File: config.mk
export PLATFORM = sky130hd
export DESIGN_NAME = cam_capture
export DESIGN_NICKNAME = d
export VERILOG_FILES = /design/src/rtl/cam_capture_pkg.sv /design/src/rtl/cam_sync_edge.sv /design/src/rtl/cam_capture.sv
export SDC_FILE = /design/constraint.sdc
export NUM_CORES = 1
export LEC_CHECK = 0
export BUFFER_PORTS_ARGS = -buffer_cell sky130_fd_sc_hd__buf_2
export CORE_MARGIN = 2
export CORE_UTILIZATION = 52
export CTS_CLUSTER_DIAMETER = 120
export CTS_CLUSTER_SIZE = 24
export DETAILED_ROUTE_END_ITERATION = 7
export PLACE_DENSITY = 0.8
export SETUP_SLACK_MARGIN = 0.15
export SLEW_MARGIN = 5
export SYNTH_ARGS = -nofsm -noshare
export SYNTH_HDL_FRONTEND = slang
export SYNTH_SLANG_ARGS = --single-unit
File: constraint.sdc
create_clock -name i_p_clk -period 2.21 [get_ports i_p_clk]
set_input_delay 0.442 -clock i_p_clk [delete_from_list [all_inputs] [get_ports i_p_clk]]
set_output_delay 0.442 -clock i_p_clk [all_outputs]
set_load 0.05 [all_outputs]
File: src/rtl/cam_capture_pkg.sv
// Shared camera-side definitions for the frame-buffer writer: capture FSM
// state encodings, default sensor geometry and the pixel packing helper.
package cam_capture_pkg;

  // Capture FSM states; the encodings are also decoded by the debug path.
  typedef enum logic [1:0] {
    S_WAIT_CFG = 2'd0,
    S_SKIP     = 2'd1,
    S_IDLE     = 2'd2,
    S_ACTIVE   = 2'd3
  } cam_state_e;

  // Default VGA frame geometry delivered by the sensor.
  localparam int CAM_H_ACTIVE     = 640;
  localparam int CAM_V_ACTIVE     = 480;
  localparam int CAM_FRAME_PIXELS = 307200;

  // The sensor sends the RGB565 high byte first; the word keeps that order.
  function automatic logic [15:0] pack_rgb565(input logic [7:0] hi_byte,
                                              input logic [7:0] lo_byte);
    return {hi_byte, lo_byte};
  endfunction

endpackage

File: src/rtl/cam_sync_edge.sv
// Camera input register stage: registers vsync/href/data once, keeps a
// second copy of vsync/href and derives single-cycle rise/fall strobes.
// All outputs are aligned to the registered (vs_q/hr_q/d_q) timeline.
module cam_sync_edge
  import cam_capture_pkg::*;
(
  input  logic       i_p_clk,
  input  logic       i_rstn,
  input  logic       i_vsync,
  input  logic       i_href,
  input  logic [7:0] i_data,
  output logic       o_vs,
  output logic       o_hr,
  output logic [7:0] o_data,
  output logic       o_vs_rise,
  output logic       o_vs_fall,
  output logic       o_hr_rise,
  output logic       o_hr_fall
);

  logic       vs_q, vs_d;
  logic       hr_q, hr_d;
  logic [7:0] d_q, d_d;
  logic       vs_dly_q, vs_dly_d;
  logic       hr_dly_q, hr_dly_d;

  // Next values: first stage samples the pins, second stage delays the strobes.
  always_comb begin
    vs_d     = i_vsync;
    hr_d     = i_href;
    d_d      = i_data;
    vs_dly_d = vs_q;
    hr_dly_d = hr_q;
  end

  // Input and delay registers with synchronous active-low reset.
  always_ff @(posedge i_p_clk) begin
    if (!i_rstn) begin
      vs_q     <= 1'b0;
      hr_q     <= 1'b0;
      d_q      <= 8'd0;
      vs_dly_q <= 1'b0;
      hr_dly_q <= 1'b0;
    end else begin
      vs_q     <= vs_d;
      hr_q     <= hr_d;
      d_q      <= d_d;
      vs_dly_q <= vs_dly_d;
      hr_dly_q <= hr_dly_d;
    end
  end

  assign o_vs      = vs_q;
  assign o_hr      = hr_q;
  assign o_data    = d_q;
  assign o_vs_rise = vs_q & ~vs_dly_q;
  assign o_vs_fall = ~vs_q & vs_dly_q;
  assign o_hr_rise = hr_q & ~hr_dly_q;
  assign o_hr_fall = ~hr_q & hr_dly_q;

endmodule

File: src/rtl/cam_capture.sv
// Frame-buffer writer: discards start-up frames after sensor configuration,
// packs byte pairs into RGB565 words and writes them to wrapping sequential
// addresses, flagging frames whose pixel count differs from FBUF_DEPTH.
module cam_capture
  import cam_capture_pkg::*;
#(
  parameter int FBUF_DEPTH  = CAM_FRAME_PIXELS,
  parameter int ADDR_WIDTH  = 19,
  parameter int SKIP_FRAMES = 2
) (
  input  logic                  i_p_clk,
  input  logic                  i_rstn,
  input  logic                  i_cfg_done,
  input  logic                  i_vsync,
  input  logic                  i_href,
  input  logic [7:0]            i_data,
  output logic [ADDR_WIDTH-1:0] o_waddr,
  output logic [15:0]           o_wdata,
  output logic                  o_wr,
  output logic                  o_frame_done,
  output logic                  o_frame_err,
  output logic                  o_capturing
);

  localparam int SKIP_W = (SKIP_FRAMES < 1) ? 1 : $clog2(SKIP_FRAMES + 1);

  logic       vs_s, hr_s;
  logic [7:0] d_s;
  logic       vs_rise_s, vs_fall_s, hr_rise_s, hr_fall_s;

  cam_sync_edge u_sync (
    .i_p_clk   (i_p_clk),
    .i_rstn    (i_rstn),
    .i_vsync   (i_vsync),
    .i_href    (i_href),
    .i_data    (i_data),
    .o_vs      (vs_s),
    .o_hr      (hr_s),
    .o_data    (d_s),
    .o_vs_rise (vs_rise_s),
    .o_vs_fall (vs_fall_s),
    .o_hr_rise (hr_rise_s),
    .o_hr_fall (hr_fall_s)
  );

  cam_state_e            state_q, state_d;
  logic [SKIP_W-1:0]     skip_cnt_q, skip_cnt_d;
  logic                  tog_q, tog_d;
  logic [7:0]            hi_q, hi_d;
  logic [ADDR_WIDTH-1:0] wptr_q, wptr_d;
  logic [ADDR_WIDTH-1:0] pix_cnt_q, pix_cnt_d;
  logic [ADDR_WIDTH-1:0] waddr_q, waddr_d;
  logic [15:0]           wdata_q, wdata_d;
  logic                  wr_q, wr_d;
  logic                  done_q, done_d;
  logic                  err_q, err_d;
  logic                  capt_q, capt_d;
  logic                  byte_ok_s;
  logic                  tog_eff_s;

  // Next-state, pixel packing and output computation for the capture FSM.
  always_comb begin
    state_d    = state_q;
    skip_cnt_d = skip_cnt_q;
    tog_d      = tog_q;
    hi_d       = hi_q;
    wptr_d     = wptr_q;
    pix_cnt_d  = pix_cnt_q;
    waddr_d    = waddr_q;
    wdata_d    = wdata_q;
    wr_d       = 1'b0;
    done_d     = 1'b0;
    err_d      = 1'b0;
    // Bytes during vertical blank are never captured.
    byte_ok_s  = hr_s & ~vs_s;
    // A new line always begins with a high byte.
    tog_eff_s  = hr_rise_s ? 1'b0 : tog_q;

    if ((state_q != S_WAIT_CFG) && !i_cfg_done) begin
      // Sensor lost its configuration: abandon the frame silently.
      state_d = S_WAIT_CFG;
      waddr_d = '0;
      wptr_d  = '0;
      tog_d   = 1'b0;
    end else begin
      case (state_q)
        S_WAIT_CFG: begin
          if (i_cfg_done) begin
            state_d    = S_SKIP;
            skip_cnt_d = '0;
          end else begin
            state_d = S_WAIT_CFG;
          end
        end
        S_SKIP: begin
          if (skip_cnt_q == SKIP_W'(SKIP_FRAMES)) begin
            state_d = S_IDLE;
          end else if (vs_rise_s) begin
            skip_cnt_d = skip_cnt_q + SKIP_W'(1);
          end else begin
            skip_cnt_d = skip_cnt_q;
          end
        end
        S_IDLE: begin
          if (vs_fall_s) begin
            state_d   = S_ACTIVE;
            waddr_d   = '0;
            wptr_d    = '0;
            pix_cnt_d = '0;
            tog_d     = 1'b0;
          end else begin
            state_d = S_IDLE;
          end
        end
        S_ACTIVE: begin
          if (byte_ok_s) begin
            if (!tog_eff_s) begin
              hi_d  = d_s;
              tog_d = 1'b1;
            end else begin
              tog_d   = 1'b0;
              wdata_d = pack_rgb565(hi_q, d_s);
              wr_d    = 1'b1;
              waddr_d = wptr_q;
              if (wptr_q == ADDR_WIDTH'(FBUF_DEPTH - 1)) begin
                wptr_d = '0;
              end else begin
                wptr_d = wptr_q + ADDR_WIDTH'(1);
              end
              if (pix_cnt_q != '1) begin
                pix_cnt_d = pix_cnt_q + ADDR_WIDTH'(1);
              end else begin
                pix_cnt_d = pix_cnt_q;
              end
            end
          end else if (hr_fall_s || vs_s) begin
            // Odd byte count at line end or blanking: drop the orphan byte.
            tog_d = 1'b0;
          end else begin
            tog_d = tog_q;
          end
          if (vs_rise_s) begin
            // A pixel completing this cycle is already in pix_cnt_d.
            state_d = S_IDLE;
            done_d  = 1'b1;
            err_d   = (pix_cnt_d != ADDR_WIDTH'(FBUF_DEPTH));
          end else begin
            state_d = S_ACTIVE;
          end
        end
        default: begin
          state_d = S_WAIT_CFG;
        end
      endcase
    end

    capt_d = (state_d == S_ACTIVE);
  end

  // State, datapath and registered outputs with synchronous active-low reset.
  always_ff @(posedge i_p_clk) begin
    if (!i_rstn) begin
      state_q    <= S_WAIT_CFG;
      skip_cnt_q <= '0;
      tog_q      <= 1'b0;
      hi_q       <= 8'd0;
      wptr_q     <= '0;
      pix_cnt_q  <= '0;
      waddr_q    <= '0;
      wdata_q    <= 16'd0;
      wr_q       <= 1'b0;
      done_q     <= 1'b0;
      err_q      <= 1'b0;
      capt_q     <= 1'b0;
    end else begin
      state_q    <= state_d;
      skip_cnt_q <= skip_cnt_d;
      tog_q      <= tog_d;
      hi_q       <= hi_d;
      wptr_q     <= wptr_d;
      pix_cnt_q  <= pix_cnt_d;
      waddr_q    <= waddr_d;
      wdata_q    <= wdata_d;
      wr_q       <= wr_d;
      done_q     <= done_d;
      err_q      <= err_d;
      capt_q     <= capt_d;
    end
  end

  assign o_waddr      = waddr_q;
  assign o_wdata      = wdata_q;
  assign o_wr         = wr_q;
  assign o_frame_done = done_q;
  assign o_frame_err  = err_q;
  assign o_capturing  = capt_q;

endmodule

# Yosys cells after proc, flatten, opt, wreduce, memory -nomap -nowiden
# Cells that the tools add are included.
# W data, S select, Z words.
[op_classes]
add_sub_neg = 3
eq_ne = 15
mux = 32
bitwise_logic = 15
reduce_logical = 17
[ops]
columns = ["cell", "count"]
rows = [
  ["$mux W19", 11],
  ["$pmux W19 S2", 3],
  ["$add A19 B1 Y19 const B", 2],
  ["$ne A19 B19 Y1 const B", 2],
  ["$eq A19 B19 Y1 const B", 1],
  ["$reduce_and A4 Y1", 3],
  ["$mux W1", 10],
  ["$mux W2", 5],
  ["$not A1 Y1", 10],
  ["$eq A2 B2 Y1 const B", 4],
  ["$ne A2 B2 Y1 const B", 4],
  ["$pmux W2 S4", 1],
  ["$reduce_or A4 Y1", 2],
  ["$reduce_and A3 Y1", 2],
  ["$reduce_bool A2 Y1", 3],
  ["$and A1 B1 Y1", 5],
  ["$reduce_and A5 Y1", 1],
  ["$ne A2 B1 Y1 const B", 2],
  ["$pmux W2 S2", 1],
  ["$ne A3 B3 Y1 const B", 1],
  ["$reduce_or A3 Y1", 1],
  ["$add A2 B1 Y2 const B", 1],
  ["$eq A2 B1 Y1 const B", 1],
  ["$logic_not A2 Y1", 1],
  ["other kinds (5)", 5],
]
[word_totals]
ff_bits = 102
word_cells = 99

# Depth between registers and ports, before layout
# Gate-level depths: netlist (run 1).
[logic_depth]
ltp_word = 8
ltp_mapped = 8

# Modules after synthesis
# From an unflattened synthesis (run 1), not the netlist that was laid out.
[unflattened]
hier_cells = 563
area_unflattened_um2 = 4574.4
[modules_own_cells]
columns = ["mod", "n_inst", "cells_each", "area_per_inst_um2"]
rows = [
  ["cam_capture", 1, 534, 4212.8],
  ["cam_sync_edge", 1, 29, 361.6],
]

# Least setup slack after synthesis (run 1)
# No wires, ideal clock.
[synth_timing]
path_kind = "flip-flop to flip-flop"
from = "reg pix_cnt_q[0]"
to = "reg err_q, in the netlist o_frame_err"
setup_time_ns = 0.138
t_arrival_ns = 2.055
t_required_ns = 2.072
slack_ns = 0.017
path_stages_with_launch = 9
n_path_buf = 1
cell_sequence = "dfxtp_1 ha_1 and4_4 and4_4 buf_8 nand2_4 or3_1 a221oi_2 a31oi_1"
[synth_between]
elab_chain_len = 7
word_cells_on_any_way = 8
classes_between = "1 x add/sub; 2 x eq/ne; 5 x mux"
[synth_rtl]
columns = ["item", "line", "rtl"]
rows = [
  ["start: declaration", "cam_capture.sv:51", "logic [ADDR_WIDTH-1:0] pix_cnt_q, pix_cnt_d;"],
  ["start signal: assignment", "cam_capture.sv:181", "pix_cnt_q <= pix_cnt_d;"],
  ["$add A19 B1 Y19 or $ne A19 B19 Y1 (tied branches)", "cam_capture.sv:131, cam_capture.sv:130", ""],
  ["$mux W19", "cam_capture.sv:130", "if (pix_cnt_q != '1) begin"],
  ["$mux W19", "cam_capture.sv:117", "if (!tog_eff_s) begin"],
  ["$mux W19 *", "cam_capture.sv:116", "if (byte_ok_s) begin"],
  ["$mux W19 *", "cam_capture.sv:86", "case (state_q)"],
  ["$mux W19 *", "cam_capture.sv:79", "if ((state_q != S_WAIT_CFG) && !i_cfg_done) begin"],
  ["$ne A19 B19 Y1 *", "cam_capture.sv:146", "err_d = (pix_cnt_d != ADDR_WIDTH'(FBUF_DEPTH));"],
  ["end signal: assignment", "cam_capture.sv:186", "err_q <= err_d;"],
  ["end: declaration", "cam_capture.sv:56", "logic err_q, err_d;"],
]
# Mark *: on every way between the ends. The rest lies on a longest branch, timed or not. The select of a mux whose other input is x is not followed.
# A chain may end at the register's enable or synchronous reset.

# Worst setup path after layout (run 1)
[layout_timing]
from = "reg pix_cnt_q[17]"
to = "reg err_q, in the netlist o_frame_err"
# The elaborated chain is that of the path after synthesis.

==> results of run 1 <==
## layout by cell type (no fill, tap or decap), types with 3 or more instances in the layout
cell	n
inv_1	6
and2_1	14
and4_1	5
nand4_1	11
nand3_1	14
nor2_2	3
a22oi_1	5
dfxtp_1	96
o21ai_0	19
nor2_1	54
a31oi_1	4
mux2i_1	14
buf_2	51
and3_1	5
xor2_1	9
nor3_1	7
a21oi_1	41
nand2_1	71
nand2b_1	3
or3_1	7
a311oi_1	5
a211oi_1	3
buf_4	50
a22o_1	19
dfxtp_2	6
clkbuf_8	10
xnor2_1	8
and4_4	4
## layout make-up
| type | instances | area [um2] |
|---|---|---|
| clock buffer | 10 | 138 |
| clock inverter | 6 | 63.8 |
| fill | 677 | 2770 |
| inverter | 7 | 26.3 |
| multi-input combinational | 380 | 2440 |
| sequential | 102 | 2050 |
| tap | 105 | 131 |
| timing repair buffer | 105 | 688 |
## power groups by stage
stage,Combinational [mW],Clock [mW],Sequential (mW)
finish,0.0840,1.17,1.86
global route,0.0933,1.26,1.86
CTS,0.0826,1.18,1.86
detailed placement,0.0825,0,1.90
global placement,0.0805,0,1.90
floorplan,0.0522,0,1.90
## worst max-delay path: stages (launching register included)
cell and delay [ps]:
dfxtp_1 370, nand3_1 220, nor2_4 420, a211o_4 200, nand3b_1 140, a2111oi_4 410
buf_4 180, a31oi_1 70
## sequential cells by signal, summed over array words and instances (netlist names)
register	cells
pix_cnt_q	19
o_wr	1
skip_cnt_q	2
u_sync.o_hr	1
o_frame_done	1
o_frame_err	1
o_waddr	19
u_sync.vs_dly_q	1
u_sync.hr_dly_q	1
o_capturing	1
u_sync.o_vs	1
o_wdata	16
hi_q	8
u_sync.o_data	8
tog_q	1
wptr_q	19
state_q	2
## layer usage
metal / share of wire / vias to the layer above / global-route usage
li1: - / 2038 / -
met2: 0.48 / 134 / 0.394
met3: 0.057 / 18 / 0.0381
met1: 0.44 / 1937 / 0.295
met4: 0.019 / 0 / 0.0823
met5: 0 / - / 0
## final timing paths
path         cells past startpoint                     endpoint  slack [ps]
max reg2reg                      7       o_frame_err$_SDFF_PP0_         100
max                              7       o_frame_err$_SDFF_PP0_         100
min reg2reg                      2     o_wdata[11]$_SDFFE_PN0P_         460
min                              2  u_sync.o_data[2]$_SDFF_PN0_         280
## stage by stage
stage	hold slack (ps)	setup WS, ps	std cells
after detailed placement	444	-4.16	696
final	282	100	715
after global routing	270	38.1	715
after global placement	443	80.4	696
after CTS	271	142	712
after floorplan	431	155	516
## kinds of logic after synthesis
logic type,after synthesis
mux,14
fa+ha+maj,3
buf+inv,34
flops,102
simple gates,221
compound gates,125
xor+xnor,17
## repair_timing
item	in CTS	in global routing
buffers inserted	0	3
gates resized for setup	9	24
pin swaps	0	9
endpoints found under the setup margin	3	15
==> metrics.md, run 1 <==
| Metric | Value |
|---|---|
| Share of cells above drive strength 1 | `0.264` |
| Syn. warnings | `0` |
| TNS Setup | `0 ps` |
| Reg power frac | `0.597` |
| Top cells by count, synth | `102 x dfxtp_1, 71 x nand2_1, 57 x nor2_1` |
| Async S/R FF share, synth | `0` |
| N_diodes | `0` |
| Residual DRC | `0` |
| I/O Pins | `52` |
| WL final | `roughly 11000 um` |
| Layout Utilization | `0.667` |
| Total power | `around 3.1 mW` |
| Switching share of total power | `0.244` |
| P_int | `about 2.4 mW` |
| Final hold violation count | `0` |
| NetSw | `between 0.7 and 0.8 mW` |
| Seq cells post-synth | `roughly 100` |
| Post-synth top area share | `0.453` |
| Synth cell types | `61` |
| Main combinational cell family by area after synthesis | `simple AND/OR/NAND/NOR gates` |
| Post-Syn Area | `4510 um2` |
| Synth Area in Compound Gates | `0.190` |
| Total gr overflow | `0` |
| Row Count | `33` |
| Vias | `between 4k and 5k` |
| Syn nets | `~530` |
| Clock buffer depth | `2` |
| Startpoint types | `flip-flop` |
| Via-per-instance ratio | `a little under 6` |
| Req. time, crit path | `2460 ps` |
| DP Wirelength | `between 7000 and 8000 um` |
| Worst VDD drop | `0.000410 V` |
| Post-synthesis simple-gate area fraction | `0.247` |
| Clock root buffer | `clkbuf_8` |
| Vias in the first global route | `around 4.0k` |
| Post-synth EDFFs | `0` |
| Initial DRC count | `roughly 240` |
| Placed Area | `roughly 5200 um2` |
| CTS tree | `built` |
| Fin crit share | `0.955` |
| Most frequent cell after synthesis | `dfxtp_1` |
| Power Density | `around 560 nW/um2` |
| Drt pass-1 iters | `4` |
| Post-Synth Adder-Cell Area | `0.00833` |
| CTS sink count | `102` |
| Worst-path clk slew | `approximately 100 ps` |
| Fmax | `roughly 470 MHz` |
| Status | `complete, no violations` |
| Die X | `roughly 97 um` |
| Clock Latency Late Sink | `~370 ps` |
| Routability cong. | `0.949` |
| Seq/Total Area, Yosys | `0.453` |
| Largest net degree at the start of global routing | `23` |
| Largest area contributor in the netlist | `dfxtp_1` |
| Die Footprint | `~9400 um2` |
| Tmin final | `approximately 2100 ps` |
| Synth top area cells | `dfxtp_1 45%, nand2_1 5.9%, nor2_1 4.7%` |
| Max_slew headroom | `0.682` |
| Placeable Area | `8300 um2` |
| Fin nets | `approximately 620` |
| Start point of the worst hold path | `i_data[2]` |
| Multiplexer area fraction after synthesis | `0.0311` |
| Hold buffer count at cts | `0` |
| Maxcap violations | `0` |
| Pins over their slew limit | `0` |
| Critical path class | `flip-flop to flip-flop` |
| Final Skew | `16.0 ps` |
| FF-to-FF Start | `pix_cnt_q[17]$_SDFFE_PN0P_` |
| Total Routing Usage GR | `0.231` |
| First-pass GRT wire length | `about 18000 um` |
| CP endpoint kind | `flip-flop` |
| Syn avg cell area | `between 8 and 9 um2` |
| RSZ-0062 raised after global routing | `yes` |
| Port Buffers | `51` |
| Final setup vio count | `0` |
| ANT nets after route | `0` |
| Worst hold-check path type | `input port to flip-flop` |
| Worst-Margin Slew | `roughly 480 ps` |
| CP Max Fanout | `9` |
| Worst Path Arrival | `between 2000 and 2500 ps` |
| H-tree levels | `3` |
| Commonest register cell after synthesis | `dfxtp_1` |
| Comb pwr share | `0.027` |
| Routed len/inst | `15.6 um` |
| Pleak | `2.17 nW` |
| Fraction of power consumed by the clock network | `0.376` |
| Design area | `between 5000 and 6000 um2` |
| Synth Area in XOR/XNOR | `0.0330` |
| Initial antenna violation count | `0` |
| CTS Buf Count | `9` |
| Crit. Startpoint | `pix_cnt_q[17]$_SDFFE_PN0P_` |
| Die height | `97.1 um` |
| Initial Utilization | `0.543` |
| Cell count after synthesis | `around 520` |
| P&R area growth vs syn | `22.8%` |
No activity file was read; power rests on OpenSTA's default activity.
==> inputs of run 2 (changes only) <==
--- a/config.mk
+++ b/config.mk
@@ -8,10 +8,9 @@
 export BUFFER_PORTS_ARGS = -buffer_cell sky130_fd_sc_hd__buf_2
 export CORE_MARGIN = 2
 export CORE_UTILIZATION = 52
-export CTS_CLUSTER_DIAMETER = 120
 export CTS_CLUSTER_SIZE = 24
 export DETAILED_ROUTE_END_ITERATION = 7
-export PLACE_DENSITY = 0.8
+export PLACE_DENSITY = 0.73
 export SETUP_SLACK_MARGIN = 0.15
 export SLEW_MARGIN = 5
 export SYNTH_ARGS = -nofsm -noshare
==> metrics.md, run 2 (synthesis results as in run 1) <==
| Metric | Value |
|---|---|
| Endpoint, Worst Hold | `u_sync.o_data[4]$_SDFF_PN0_` |
| Fin crit share | `0.963` |
| Maxcap violations | `0` |
| CTS sink count | `around 100` |
| Total Routing Usage GR | `0.237` |
| Share of cells above drive strength 1 | `0.263` |
| CTS tree | `built` |
| N_diodes | `0` |
| Startpoint types | `flip-flop` |
| Initial DRC count | `roughly 220` |
| Clock Latency Late Sink | `380 ps` |
| Residual DRC | `0` |
| Final Skew | `between 10 and 15 ps` |
| # fillers | `between 700 and 800` |
| Clock root buffer | `clkbuf_8` |
| Total gr overflow | `0` |
| Worst hold-check path type | `input port to flip-flop` |
| Clock buffer depth | `2` |
| Routed len/inst | `between 15 and 20 um` |
| Worst Path Arrival | `approximately 2400 ps` |
| Final setup vio count | `0` |
| FF-to-FF path depth | `6` |
| Die Footprint | `9430 um2` |
| Die X | `just under 100 um` |
| Fin nets | `615` |
| Critical path class | `flip-flop to flip-flop` |
| Row Count | `33` |
| Fmax | `around 470 MHz` |
| CTS Buf Count | `9` |
| Pre-CTS WS | `-12.6 ps` |
| Status | `complete, no violations` |
| Power Density | `roughly 580 nW/um2` |
| CP endpoint kind | `flip-flop` |
| Hold buffer count at cts | `0` |
| P&R area growth vs syn | `21.3%` |
| Die height | `97.1 um` |
| Vias in the first global route | `between 3k and 4k` |
| Req. time, crit path | `roughly 2500 ps` |
| H-tree levels | `3` |
| DP Wirelength | `7840 um` |
| Dpl cells | `around 680` |
| Port Buffers | `51` |
| WL final | `11500 um` |
| First-pass GRT wire length | `18600 um` |
| Worst-path clk slew | `approximately 120 ps` |
| Worst-Margin Slew | `584 ps` |
| Placeable Area | `8300 um2` |
| Pleak | `between 2 and 2.5 nW` |
| Worst VDD drop | `around 0.00033 V` |
| Multi-input logic area | `about 2400 um2` |
| FF-to-FF Start | `u_sync.o_vs$_SDFF_PN0_` |
| Via-per-instance ratio | `between 5 and 6` |
| Vias | `roughly 4.2k` |
| Reg area | `approximately 2000 um2` |
| Pins over their slew limit | `0` |
| Start point of the worst hold path | `i_data[4]` |
| R2R Path End | `o_frame_err$_SDFF_PP0_` |
| R2r setup slk | `80 ps` |
| Largest net degree at the start of global routing | `22` |
| RSZ-0062 raised after global routing | `yes` |
| Final hold violation count | `0` |
| Initial Utilization | `0.543` |
| Tmin final | `approximately 2100 ps` |
| CP Max Fanout | `5` |
| Routability cong. | `~0.9` |
| Most frequent cells in the layout | `92 x dfxtp_1, 71 x nand2_1, 54 x nor2_1, 51 x buf_2, 45 x buf_4` |
| Non-Filler Instances | `709` |
| Final Worst Setup Slack | `around 82 ps` |
| Drt pass-1 iters | `5` |
| ANT nets after route | `0` |
| Hold Path Depth | `2` |
| Most common cell after layout, fill and taps aside | `dfxtp_1` |
| Max_slew headroom | `0.608` |
| Initial antenna violation count | `0` |
| I/O Pins | `52` |
-- run 2: cell count changes in the layout (fill, tap and decap cells not counted), moves of 2 or more --
cell and change:
a211oi_2 -2, a311oi_1 +2, a311oi_2 -2, buf_4 -5, clkinv_8 +3, dfxtp_1 -4
dfxtp_2 +4, inv_8 -2
-- run 2: timing repair --
action	in CTS	in global routing
gates resized for setup	14	21
buffers inserted	3	6
hold endpoints to repair	0	0
setup endpoints to repair	2	13
pin swaps	5	10
cloned	0	0
-- run 2: final cells by class --
cell class,count,share of cell area
inverters,7,0.00481
clock buffers,9,0.0227
clock inverters,7,0.0167
repair buffers,99,0.115
well taps,105,0.0240
flip-flops and latches,102,0.376
multi-input cells,380,0.441
-- run 2: worst max path at each step --
stage,start,end,slack (ps)
2_1_floorplan,pix_cnt_q[0]$_SDFFE_PN0P_,o_frame_err$_SDFF_PP0_,160
3_3_place_gp,pix_cnt_q[1]$_SDFFE_PN0P_,o_frame_err$_SDFF_PP0_,50
3_5_place_dp,pix_cnt_q[1]$_SDFFE_PN0P_,o_frame_err$_SDFF_PP0_,-10
4_1_cts,pix_cnt_q[0]$_SDFFE_PN0P_,o_frame_err$_SDFF_PP0_,150
5_1_grt,u_sync.o_vs$_SDFF_PN0_,o_frame_err$_SDFF_PP0_,-3
6_report,u_sync.o_vs$_SDFF_PN0_,o_frame_err$_SDFF_PP0_,80
-- run 2: routing by layer --
metal,vias to the layer above,GRT usage,share of wire,wire (um)
met5,-,0,0,0
met4,0,0.0899,0.030,342
met3,45,0.0532,0.062,714
met2,171,0.381,0.47,5370
met1,1940,0.312,0.44,5070
li1,2025,-,-,-
-- run 2: critical path, stage by stage (launching register included) --
cell	delay, ps
dfxtp_1	370
and4b_2	370
nand4_1	250
a211oi_4	340
xor2_1	120
a2111oi_2	390
a31oi_1	150
-- run 2: power by group --
part | internal (mW) | switching (mW)
Sequential | 1.85 | 0.0120
Clock | 0.456 | 0.760
Combinational | 0.0298 | 0.0509
-- run 2: per-stage QoR --
stage / hold slack, ps / area (um2) / power, mW / setup TNS (ps) / util
2_1_floorplan: 431 / 4520 / 1.95 / 0 / -
3_3_place_gp: 437 / 5060 / 1.98 / 0 / 0.610
3_5_place_dp: 443 / 5060 / 1.98 / -12.6 / 0.610
4_1_cts: 242 / 5340 / 3.18 / 0 / 0.643
5_1_grt: 244 / 5460 / 3.26 / -3.50 / 0.658
6_report: 258 / 5460 / 3.16 / 0 / 0.658
